**src/rtl/apb_rr_master.sv**
```systemverilog
// apb_rr_master
//   Two-requester APB master. Arbitrates round-robin between two internal
//   clients and runs each accepted request through the slave's
//   SETUP/ACCESS sequence. Reads take one extra CAPTURE cycle, because the
//   slave registers prdata one edge after ACCESS.
//
// Handshake: a request is taken on a rising edge where
//   req_valid[i] & req_ready[i]. req_valid must stay high until accepted, and
//   the request fields must be stable while req_valid is high. rsp_valid[i] is
//   a one-cycle pulse back to the requester that issued the transfer.
//
// Ports
//   clk, reset             rising-edge clock, async active-low reset
//   req_valid/req_write    per-requester valid / direction (1 = write)
//   req_addr/req_wdata     packed per requester, slot i at [i*W +: W]
//   req_ready              accept, at most one bit high
//   rsp_valid/rsp_rdata    completion pulse and read data (0 for writes)
//   busy                   high whenever the FSM is not IDLE
//   psel..pwdata, prdata   APB master signals
//   dbg_state              current FSM state (0 IDLE, 1 SETUP, 2 ACCESS, 3 CAPTURE)
module apb_rr_master #(
  parameter int ADDR_W  = 8,
  parameter int WDATA_W = 8,
  parameter int RDATA_W = 4
) (
  input  logic                 clk,
  input  logic                 reset,
  input  logic [1:0]           req_valid,
  output logic [1:0]           req_ready,
  input  logic [1:0]           req_write,
  input  logic [2*ADDR_W-1:0]  req_addr,
  input  logic [2*WDATA_W-1:0] req_wdata,
  output logic [1:0]           rsp_valid,
  output logic [RDATA_W-1:0]   rsp_rdata,
  output logic                 busy,
  output logic                 psel,
  output logic                 penable,
  output logic                 pwrite,
  output logic [ADDR_W-1:0]    paddr,
  output logic [WDATA_W-1:0]   pwdata,
  input  logic [RDATA_W-1:0]   prdata,
  output logic [1:0]           dbg_state
);

  typedef enum logic [1:0] {
    ST_IDLE    = 2'd0,
    ST_SETUP   = 2'd1,
    ST_ACCESS  = 2'd2,
    ST_CAPTURE = 2'd3
  } state_t;

  state_t state_q, state_d;
  logic   last_grant_q;
  logic   owner_q;
  logic   win;
  logic   accept_pt;
  logic   accept;
  logic   done_wr;
  logic   done_rd;

  // Winner: a lone valid requester wins; on a tie the one that was not
  // granted last time wins.
  always_comb begin
    if (req_valid == 2'b11) win = ~last_grant_q;
    else                    win = req_valid[1];
  end

  // New requests are taken only where the bus becomes free on the next cycle.
  assign accept_pt = (state_q == ST_IDLE) ||
                     ((state_q == ST_ACCESS) && pwrite) ||
                     (state_q == ST_CAPTURE);

  // Gated by reset so that req_ready drops the moment reset asserts.
  always_comb begin
    req_ready = 2'b00;
    if (accept_pt && reset && (req_valid != 2'b00))
      req_ready = win ? 2'b10 : 2'b01;
  end

  assign accept  = |(req_valid & req_ready);
  assign done_wr = (state_q == ST_ACCESS) && pwrite;
  assign done_rd = (state_q == ST_CAPTURE);

  // State register
  always_ff @(posedge clk or negedge reset) begin
    if (!reset) state_q <= ST_IDLE;
    else        state_q <= state_d;
  end

  // Next-state logic
  always_comb begin
    state_d = state_q;
    case (state_q)
      ST_IDLE:    state_d = accept ? ST_SETUP : ST_IDLE;
      ST_SETUP:   state_d = ST_ACCESS;
      ST_ACCESS:  begin
        if (!pwrite)     state_d = ST_CAPTURE;
        else if (accept) state_d = ST_SETUP;
        else             state_d = ST_IDLE;
      end
      ST_CAPTURE: state_d = accept ? ST_SETUP : ST_IDLE;
      default:    state_d = ST_IDLE;
    endcase
  end

  // Outputs decoded from the registered state
  always_comb begin
    psel      = (state_q == ST_SETUP) || (state_q == ST_ACCESS);
    penable   = (state_q == ST_ACCESS);
    busy      = (state_q != ST_IDLE);
    dbg_state = state_q;
  end

  // Request capture. paddr/pwrite/pwdata hold their last values while idle.
  always_ff @(posedge clk or negedge reset) begin
    if (!reset) begin
      last_grant_q <= 1'b1;
      owner_q      <= 1'b0;
      pwrite       <= 1'b0;
      paddr        <= '0;
      pwdata       <= '0;
    end else if (accept) begin
      last_grant_q <= win;
      owner_q      <= win;
      pwrite       <= req_write[win];
      paddr        <= win ? req_addr[2*ADDR_W-1:ADDR_W]   : req_addr[ADDR_W-1:0];
      pwdata       <= win ? req_wdata[2*WDATA_W-1:WDATA_W] : req_wdata[WDATA_W-1:0];
    end
  end

  // Completion: pulse the cycle after the transfer's last bus cycle.
  // rsp_rdata holds until the next completion.
  always_ff @(posedge clk or negedge reset) begin
    if (!reset) begin
      rsp_valid <= 2'b00;
      rsp_rdata <= '0;
    end else begin
      rsp_valid <= 2'b00;
      if (done_wr || done_rd)
        rsp_valid <= owner_q ? 2'b10 : 2'b01;
      if (done_wr) rsp_rdata <= '0;
      if (done_rd) rsp_rdata <= prdata;
    end
  end

endmodule

```
**config.mk**
```make
export PLATFORM = sky130hd
export DESIGN_NAME = apb_rr_master
export DESIGN_NICKNAME = d
export VERILOG_FILES = /design/src/rtl/apb_rr_master.sv
export SDC_FILE = /design/constraint.sdc
export NUM_CORES = 1
export LEC_CHECK = 0
export ABC_AREA = 1
export BUFFER_PORTS_ARGS = -buffer_cell sky130_fd_sc_hd__buf_4
export CAP_MARGIN = 20
export CORE_AREA = 2 2 59 61
export DETAILED_ROUTE_END_ITERATION = 16
export DIE_AREA = 0 0 61 63
export MAX_ROUTING_LAYER = met4
export PLACE_DENSITY_LB_ADDON = 0.12
export SETUP_SLACK_MARGIN = 0.02
export SYNTH_ARGS = -nofsm -noshare
export SYNTH_HDL_FRONTEND = slang
export SYNTH_SLANG_ARGS = --single-unit
export TNS_END_PERCENT = 20
```
**constraint.sdc**
```tcl
create_clock -name clk -period 1.9 [get_ports clk]
set_input_delay 0.38 -clock clk [delete_from_list [all_inputs] [get_ports clk]]
set_output_delay 0.38 -clock clk [all_outputs]
set_load 0.01 [all_outputs]
```
==> implementation parameters, run 1 <==
Parameter                              Value

Worst setup path
  Register-to-Register Path Depth    11
  Crit-path max cell delay    450 ps
  Count of buffering cells on the critical path with inverters included    3
  Setup slack of the worst register-to-register path    120 ps
  Slowest-stage cell, CP    sky130_fd_sc_hd__dfrtp_1
  CP Cell Sequence    buf_6 > ha_4 > inv_4 > nand3_4 > nand2_8 > nor2_1 > buf_4
  Critical Path Source    dbg_state[0]
  WP depth    7
  Type of the worst setup path    reg2out
  Startpoint Class    flip-flop
  Critical-path maximum fanout    4
  Critical path data required time    1520 ps
  Largest delay share family, worst path    flip-flops
  Destination of the critical timing path    req_ready[1]
  Startpoint of the worst-slack reg-to-reg timing path    dbg_state[0]
  Category of the worst setup path capture point    output port
  Reg2reg end    pwdata[4]
  CP arrival    around 1500 ps

Synth
  Share of flip-flops with an asynchronous set or reset after synthesis    100%
  Count of flip-flops with a built-in enable after synthesis    0
  Instance count of the mapped netlist    175
  Sequential cell area fraction in the yosys report    49.5%
  Dominant cell type by area after synthesis    sky130_fd_sc_hd__dfrtp_1
  Proportion of netlist area held by the largest area contributor    between 40% and 50%
  Number of storage elements in the synthesis netlist    27
  Count of cell types in the netlist    20
  Primary FF master, synth    sky130_fd_sc_hd__dfrtp_1
  Yosys warnings    0
  Syn nets    221
  Leading post-synthesis cells by cell area    sky130_fd_sc_hd__dfrtp_1 48%, sky130_fd_sc_hd__nand2_1 29%, sky130_fd_sc_hd__ha_1 3.7%
  Leading post-synthesis cells by instance count    105 x sky130_fd_sc_hd__nand2_1, 26 x sky130_fd_sc_hd__dfrtp_1, 10 x sky130_fd_sc_hd__inv_1
  Mapped Avg Cell Area    7.82 sq um
  Syn Std Cell Area    about 0.0014 sq mm
  Cell with the most instances after synthesis    sky130_fd_sc_hd__nand2_1

Run status
  Status    complete, no violations

Routing
  First-iteration detailed-routing DRC count    39
  Number of nets with antenna violations after detailed routing    0
  Final WL    3.36 mm
  Length of the first detailed-routing pass in iterations    4
  Residual DRC    0
  Ratio of routed vias to standard cells    4.38
  Drt wl/cell    roughly 11 microns
  Vias    1335

Power and ir drop
  Portion of total power attributed to the clock network    9.0%
  Internal power    between 1500 and 2000 uW
  Max VDD drop    0.531 mV
  Areal power density over the cells    1410 mW/mm^2
  Cell leakage power    0.00124 uW
  Switching Power    about 1200 uW
  Part of the total power dissipated in sequential elements    33.8%
  Switching part of the total    40.2%
  Combinational fraction of design power    a little under three fifths

Die
  Starting density of the core    42.4%
  Core area    between 0.003 and 0.004 sq mm
  Height of the die    approximately 63 microns
  Die Area    0.00384 sq mm
  Floorplan row count    21
  Horizontal die dimension    61 microns
  Top-Level Pins    72

STA
  Fmax    535 MHz
  Setup repair after global routing missed its margin    true
  Endpoints failing hold    0
  Worst setup skew after layout    12.4 ps
  Final worst path period need    1870 ps
  Worst slew margin    77.5%
  Fin crit share    a little over nine tenths
  Slew of the pin with the lowest slew margin    338 ps
  Count of final max-slew check failures    0
  Final setup violation count    0

Finish
  Final instance count without filler cells    305
  Layout fillers    314
  Diode count    0
  P&R area growth vs syn    55.5%
  Post-layout nets    306
  Non-Filler Cell Area, Final    between 0.002 and 0.0025 sq mm
  Proportion of layout cells with a drive suffix above 1    between 40% and 50%

Global route
  Total track usage    19.8%
  Number of global-route vias before repair    1323
  Number of antenna violations at the first check in global routing    0
  Total global routing overflow    0
  Global-route wire length before repair    5.71 mm
  Maximum number of pins on one net before global-route repair    28

CTS
  Maximum buffer depth of the clock tree    2
  Buffer cell driving the clock tree root    sky130_fd_sc_hd__clkbuf_4
  CTS buffer count    3
  Clock tree from TritonCTS    done
  Post-CTS clock slew at the launch and capture registers of the worst setup and hold paths    between 150 and 200 ps
  CTS sink count    27
  CTS HTree Levels    1
  Clock latency of the later-clocked register in the worst-skew pair    between 300 and 400 ps
  Hold-fix buffers, CTS    0

Placement
  Post-detail-place hpwl    2.25 mm
  GPL Wtd Cong    about 0.75
  Post-DP Area    approximately 0.0019 sq mm
  Cells after DPL    289
  Port buffer count    71

Job
  Max-cap violation count    0

Worst hold path
  Type of the worst min-delay path    in2async
stage by stage:
step | total power (uW) | hold WS, ps | utilization, % | setup TNS (ps) | setup slack [ps]
6_report | 3000 | 14.4 | 65.9 | 0 | 32.5
3_3_place_gp | 2430 | 406 | 59.9 | 0 | 241
4_1_cts | 2990 | 10.6 | 65.3 | 0 | 1.93
3_5_place_dp | 2450 | 408 | 59.9 | 0 | 193
2_1_floorplan | 1820 | 84.4 | - | 0 | 157
5_1_grt | 3260 | 17.9 | 65.9 | -68.2 | -34.3
routing by layer:
metal  wire [microns]  up-vias  GRT usage, %
li1                 -      691             -
met1             1540      597          25.4
met2             1600       45          32.5
met3              195        2          2.69
met4               19        0          4.89
met5                0        -             -
final cells by class:
type	count	area, sq um	area share (%)
clock buffer	3	22.5	1.06
timing repair buffer	85	646	30.3
sequential	27	678	31.9
clock inverter	1	8.76	0.412
tap	46	57.6	2.70
inverter	13	56.3	2.65
multi-input combinational	130	659	31.0
sequential cells by signal (all words and copies together) (netlist names):
| signal | count |
|---|---|
| last_grant_q | 1 |
| pwrite | 1 |
| rsp_rdata | 4 |
| dbg_state | 2 |
| pwdata | 8 |
| paddr | 8 |
| owner_q | 1 |
| rsp_valid | 2 |
cells by family (layout without fill, tap and decap cells):
kind of cell | count (synthesis) | after routing | share of synthesized area (%)
AND/OR/NAND/NOR | 120 | 120 | 36.6
AO/OA/AOI/OAI | 6 | 6 | 3.47
flip-flops | 27 | 27 | 49.5
buffers and inverters | 18 | 102 | 6.86
adder cells (fa/ha/maj) | 4 | 4 | 3.66
how the worst min path moves through the flow:
| stage | endpoint | slack (ps) | depth (start not counted) |
|---|---|---|---|
| detailed placement | pwdata[0] | 410 | 2 |
| CTS | pwdata[0] | 10 | 2 |
| global route | rsp_valid[0] | 20 | 2 |
| finish | pwdata[0] | 10 | 2 |
| global placement | rsp_valid[0] | 410 | 2 |
| floorplan | dbg_state[0] | 80 | 0 |
repair_timing:
item | in CTS | in global routing
buffers inserted | 10 | 2
pin swaps | 5 | 3
gates resized for setup | 16 | 1
endpoints found under the setup margin | 2 | 2
power by group through the flow:
| stage | registers [uW] | logic [uW] | clock network [uW] |
|---|---|---|---|
| 2_1_floorplan | 1100 | 722 | 0 |
| 3_3_place_gp | 1000 | 1430 | 0 |
| 3_5_place_dp | 995 | 1450 | 0 |
| 4_1_cts | 1010 | 1690 | 286 |
| 5_1_grt | 1040 | 1910 | 303 |
| 6_report | 1010 | 1720 | 268 |
cells in the final DEF, fill, tap and decap left out, drive strengths merged:
cell / netlist / layout
dfrtp: 26 / 26
ha: 4 / 4
nor2: 9 / 9
dfstp: 1 / 1
clkbuf: 0 / 3
inv: 13 / 14
a22o: 4 / 4
nand3: 2 / 2
o21a: 1 / 1
buf: 5 / 85
a21oi: 1 / 1
nand2: 109 / 109
Note: power is estimated with default switching activity, not from simulation.
==> inputs of run 2 (changes only) <==
Settings changed: CORE_AREA 2 2 59 61 to 2 2 49 74, DIE_AREA 0 0 61 63 to 0 0 51 76.
==> run 2 against run 1 <==
Net effect: cell area fell by 2.1%; clock power rose by 21%; sequential share of layout area rose by 0.75 points; hold slack improved by 89 ps; non-clock buffer count decreased by 6; setup slack improved by 45 ps; routed wire length increased by 3.2%; clock-buffer cell count increased by 1; largest cell class unchanged; highest routed layer unchanged.
==> implementation parameters, run 2 (synthesis gave the netlist of run 1 again) <==
Parameter                              Value

Run status
  Status    complete, no violations

STA
  Setup repair after global routing missed its margin    false
  Aggregate negative setup slack    0 ps
  Worst setup skew after layout    1.51 ps
  Fin crit share    roughly 96%
  Worst slew margin    77.0%
  Endpoints failing hold    0
  Crit path setup slack, layout    ~78 ps
  Final worst path period need    ~1800 ps
  Slew of the pin with the lowest slew margin    346 ps
  Count of final max-slew check failures    0
  Fmax    549 MHz
  Final setup violation count    0
  Worst hold slack    103 ps

Global route
  GR Layer Usage met1    22.3%
  Maximum number of pins on one net before global-route repair    28
  GRT met2 Usage    between 30% and 40%
  Total global routing overflow    0
  Met3 track demand over resource in global routing    under 10%
  Top Usage Layer GRT    met2
  Global-route wire length before repair    between 5 and 6 mm
  Number of global-route vias before repair    1280
  Number of antenna violations at the first check in global routing    0
  Total track usage    around a fifth

Routing
  First-iteration detailed-routing DRC count    26
  Length of the first detailed-routing pass in iterations    3
  Residual DRC    0
  Vias    ~1.3k
  Number of nets with antenna violations after detailed routing    0
  Drt wl/cell    11.7 microns
  Ratio of routed vias to standard cells    4.54
  Final WL    3.47 mm

Placement
  GPL Wtd Cong    0.745
  Port buffer count    between 70 and 80
  Post-detail-place hpwl    between 2 and 3 mm
  Worst setup slack after placement    192 ps

Finish
  Layout fillers    approximately 290
  Area used by multi-input combinational logic    ~650 sq um
  Largest registers    paddr (8), pwdata (8), rsp_rdata (4)
  Proportion of layout cells with a drive suffix above 1    41.1%
  Most used cells in the layout excluding fill and tap cells    104 x sky130_fd_sc_hd__nand2_1, 78 x sky130_fd_sc_hd__buf_4, 24 x sky130_fd_sc_hd__dfrtp_1
  Leading cell type in the layout, fill and taps excluded    sky130_fd_sc_hd__nand2_1
  P&R area growth vs syn    52.2%
  Post-layout nets    300
  Diode count    0
  FF/Latch Area    between 600 and 700 sq um

Worst setup path
  Startpoint Class    flip-flop
  Category of the worst setup path capture point    output port
  Critical-path maximum fanout    4
  Critical path data required time    1520 ps
  CP arrival    1440 ps
  Type of the worst setup path    reg2out

CTS
  CTS HTree Levels    1
  Clock latency of the later-clocked register in the worst-skew pair    ~270 ps
  Post-CTS clock slew at the launch and capture registers of the worst setup and hold paths    90 ps
  Maximum buffer depth of the clock tree    2
  CTS buffer count    3
  CTS sink count    27
  Clock tree from TritonCTS    done
  Buffer cell driving the clock tree root    sky130_fd_sc_hd__clkbuf_8

Die
  Starting density of the core    41.7%
  Floorplan row count    26
  Height of the die    between 70 and 80 microns
  Horizontal die dimension    51 microns
  Core area    about 0.0033 sq mm
  Die Area    between 0.003 and 0.004 sq mm
  Top-Level Pins    72

Worst hold path
  Type of the worst min-delay path    in2async

Power and ir drop
  Cell leakage power    about 0.0012 uW
  Areal power density over the cells    1440 mW/mm^2
  Max VDD drop    0.811 mV

Job
  Max-cap violation count    0
[run 2: repair_timing]
action                     CTS  global route
buffers inserted             3             2
setup endpoints to repair    2             2
cloned                       0             0
hold buffers                 0             0
pin swaps                    2             4
resized for setup            2            15
[run 2: per-layer routing]
metal	routed length, microns	share of wire [%]
met1	1410	41
met2	1810	52
met5	0	0
met3	181	5.2
met4	65	1.9
[run 2: final timing paths]
kind | slack (ps) | end | cells past startpoint | from
setup / recovery | 80 | req_ready[0] | 7 | dbg_state[0]
hold / removal | 100 | rsp_rdata[0] | 2 | reset
setup reg to reg | 250 | last_grant_q | 10 | dbg_state[0]
hold reg to reg | 450 | rsp_valid[0] | 1 | owner_q
max in group asynchronous | 1500 | last_grant_q | 2 | reset
min in group clk | 330 | rsp_rdata[2] | 2 | prdata[2]
[run 2: area by class of cell]
type / count / area share [%]
Clock buffer: 4 / 2.16
Inverter: 13 / 2.70
Multi-Input combinational cell: 130 / 31.4
Sequential cell: 27 / 32.6
Tap cell: 42 / 2.52
Timing Repair Buffer: 79 / 28.6
[run 2: through the flow]
step | utilization [%] | power (uW) | cell area [sq um] | cells
6_report | 63.4 | 2990 | 2080 | 295
5_1_grt | 63.4 | 3230 | 2080 | 295
4_1_cts | 61.2 | 2870 | 2010 | 293
3_5_place_dp | 58.9 | 2490 | 1940 | 286
3_3_place_gp | 58.9 | 2450 | 1940 | 286
2_1_floorplan | - | 1820 | 1370 | 175
[run 2: power by group]
part           internal (uW)  switching, uW  total, uW
logic                    806            831       1640
registers                845            188       1030
clock network            150            173        323
[run 2: worst max-delay path, cell delays in order, from the launching register on]
cell	delay (ps)
sky130_fd_sc_hd__dfrtp_2	470
sky130_fd_sc_hd__inv_4	90
sky130_fd_sc_hd__ha_4	150
sky130_fd_sc_hd__nand2_4	60
sky130_fd_sc_hd__nand3_4	80
sky130_fd_sc_hd__nand2_4	70
sky130_fd_sc_hd__nor2_4	130
sky130_fd_sc_hd__buf_6	110
==> inputs of run 3 (changes only) <==
Settings changed: CORE_AREA 2 2 49 74 to 2 2 61 91, DIE_AREA 0 0 51 76 to 0 0 63 93.
==> run 3 against run 2 <==
Net effect: setup slack improved by 30 ps; combinational power about the same; maximum frequency increased by 1.7%; register-to-register slack improved by 70 ps; clock power about the same; non-clock buffer count increased by 2; clock skew increased by 4.5 ps; first-iteration DRC count increased by 65%; critical endpoint unchanged; cell area increased by 1.6%.
==> implementation parameters, run 3 (synthesis gave the netlist of run 1 again) <==
Parameter                              Value

STA
  Count of final max-slew check failures    0
  Worst setup skew after layout    roughly 6.0 ps
  Slew of the pin with the lowest slew margin    343 ps
  Worst slew margin    77.1%
  Fin crit share    94.3%
  Fmax    558 MHz
  Final worst path period need    1790 ps
  Endpoints failing hold    0
  Setup repair after global routing missed its margin    false
  Aggregate negative setup slack    0 ps
  Crit path setup slack, layout    108 ps
  Final setup violation count    0

Finish
  Area used by multi-input combinational logic    643 sq um
  Post-layout nets    around 300
  FF/Latch Area    678 sq um
  Largest registers    paddr (8), pwdata (8), rsp_rdata (4)
  Non-Filler Cell Area, Final    0.00212 sq mm
  Diode count    0
  P&R area growth vs syn    54.7%
  Proportion of layout cells with a drive suffix above 1    41.2%
  Most used cells in the layout excluding fill and tap cells    104 x sky130_fd_sc_hd__nand2_1, 80 x sky130_fd_sc_hd__buf_4, 25 x sky130_fd_sc_hd__dfrtp_1
  Leading cell type in the layout, fill and taps excluded    sky130_fd_sc_hd__nand2_1
  Layout fillers    556

Routing
  Residual DRC    0
  Ratio of routed vias to standard cells    4.06
  Final WL    3.64 mm
  Number of nets with antenna violations after detailed routing    0
  Drt wl/cell    11.3 microns
  Vias    1312
  Length of the first detailed-routing pass in iterations    4
  First-iteration detailed-routing DRC count    43

Power and ir drop
  Areal power density over the cells    1400 mW/mm^2
  Max VDD drop    0.551 mV
  Cell leakage power    0.00122 uW

Global route
  Top Usage Layer GRT    met2
  Number of antenna violations at the first check in global routing    0
  Total global routing overflow    0
  Maximum number of pins on one net before global-route repair    28
  GRT met2 Usage    between 20% and 30%
  Global-route wire length before repair    ~6 mm
  Number of global-route vias before repair    1298
  Total track usage    13.7%
  GR Layer Usage met1    15.8%
  Met3 track demand over resource in global routing    2.05%

Worst setup path
  CP Cell Sequence    inv_2 > ha_4 > nand2_4 > nand3_4 > nand2_4 > nor2_4 > buf_6
  Count of buffering cells on the critical path with inverters included    2
  Critical path data required time    ~1500 ps
  Startpoint Class    flip-flop
  Type of the worst setup path    reg2out
  Critical Path Source    dbg_state[0]
  Critical-path maximum fanout    4
  Setup slack of the worst register-to-register path    320 ps
  Reg2reg end    paddr[2]
  Destination of the critical timing path    req_ready[0]
  Register-to-Register Path Depth    10
  Category of the worst setup path capture point    output port
  Slowest-stage cell, CP    sky130_fd_sc_hd__dfrtp_1
  Crit-path max cell delay    approximately 430 ps
  CP arrival    1410 ps
  Cell seen most often among critical-path stages    sky130_fd_sc_hd__nand2_4
  Startpoint of the worst-slack reg-to-reg timing path    dbg_state[0]
  Largest delay share family, worst path    flip-flops
  WP depth    7

CTS
  Post-CTS clock slew at the launch and capture registers of the worst setup and hold paths    90 ps
  Maximum buffer depth of the clock tree    2
  Clock latency of the later-clocked register in the worst-skew pair    270 ps
  Buffer cell driving the clock tree root    sky130_fd_sc_hd__clkbuf_8
  Clock tree from TritonCTS    done
  CTS HTree Levels    1
  CTS sink count    27
  CTS buffer count    3

Die
  Core area    0.00508 sq mm
  Top-Level Pins    72
  Horizontal die dimension    63 microns
  Floorplan row count    32
  Die Area    approximately 0.006 sq mm
  Starting density of the core    26.9%
  Height of the die    93 microns

Placement
  Post-detail-place hpwl    around 2.8 mm
  Post-DP Area    0.00198 sq mm
  Worst setup slack after placement    208 ps
  GPL Wtd Cong    0.681
  Port buffer count    71

Worst hold path
  Type of the worst min-delay path    in2async

Run status
  Status    complete, no violations

Job
  Max-cap violation count    0
## run 3: changes by cell type in the layout (fill, tap and decap cells not counted)
cell,change
sky130_fd_sc_hd__buf_4,+2
sky130_fd_sc_hd__dfrtp_1,+1
sky130_fd_sc_hd__dfrtp_2,-1
sky130_fd_sc_hd__ha_2,+1
sky130_fd_sc_hd__ha_4,-1
sky130_fd_sc_hd__inv_2,+1
sky130_fd_sc_hd__inv_4,-1
## run 3: repair_timing
item / 4_1_cts / 5_1_grt
endpoints found under the setup margin: 2 / 2
hold buffers: 0 / 0
buffers inserted: 3 / 3
pin swaps: 1 / 4
gates resized for setup: 2 / 12
## run 3: power by group
| part | leakage (uW) | internal (uW) | switching, uW |
|---|---|---|---|
| logic | 0.000866 | 802 | 826 |
| clock network | 0.0000228 | 150 | 170 |
| registers | 0.000336 | 843 | 165 |
| total | 0.00122 | 1800 | 1160 |
## run 3: metrics by stage
stage,util [%],hold WS [ps],instances,power (uW)
6_report,41.6,105,323,2960
5_1_grt,41.6,119,323,3250
4_1_cts,40.3,114,320,2880
3_5_place_dp,38.9,415,313,2500
3_3_place_gp,38.9,413,313,2500
2_1_floorplan,-,84.4,175,1820
## run 3: worst min-delay path by stage
stage                  from      endpoint  slack, ps
floorplan             reset  dbg_state[0]         80
global placement    owner_q  rsp_valid[0]        410
detailed placement    reset      paddr[5]        420
CTS                   reset  rsp_rdata[0]        110
global route          reset  rsp_rdata[1]        120
finish                reset  rsp_rdata[0]        100
## run 3: area by class of cell
class / count / share of cell area (%)
Clock buffer: 4 / 2.13
Inverter: 13 / 2.54
Multi-Input combinational cell: 130 / 30.4
Sequential cell: 27 / 32.0
Tap cell: 68 / 4.02
Timing Repair Buffer: 81 / 28.9
## run 3: per-layer routing
layer	share of wire, %	up-vias
li1	-	683
met2	53	44
met1	41	583
met3	5.0	2
met4	0.66	0
met5	0	-
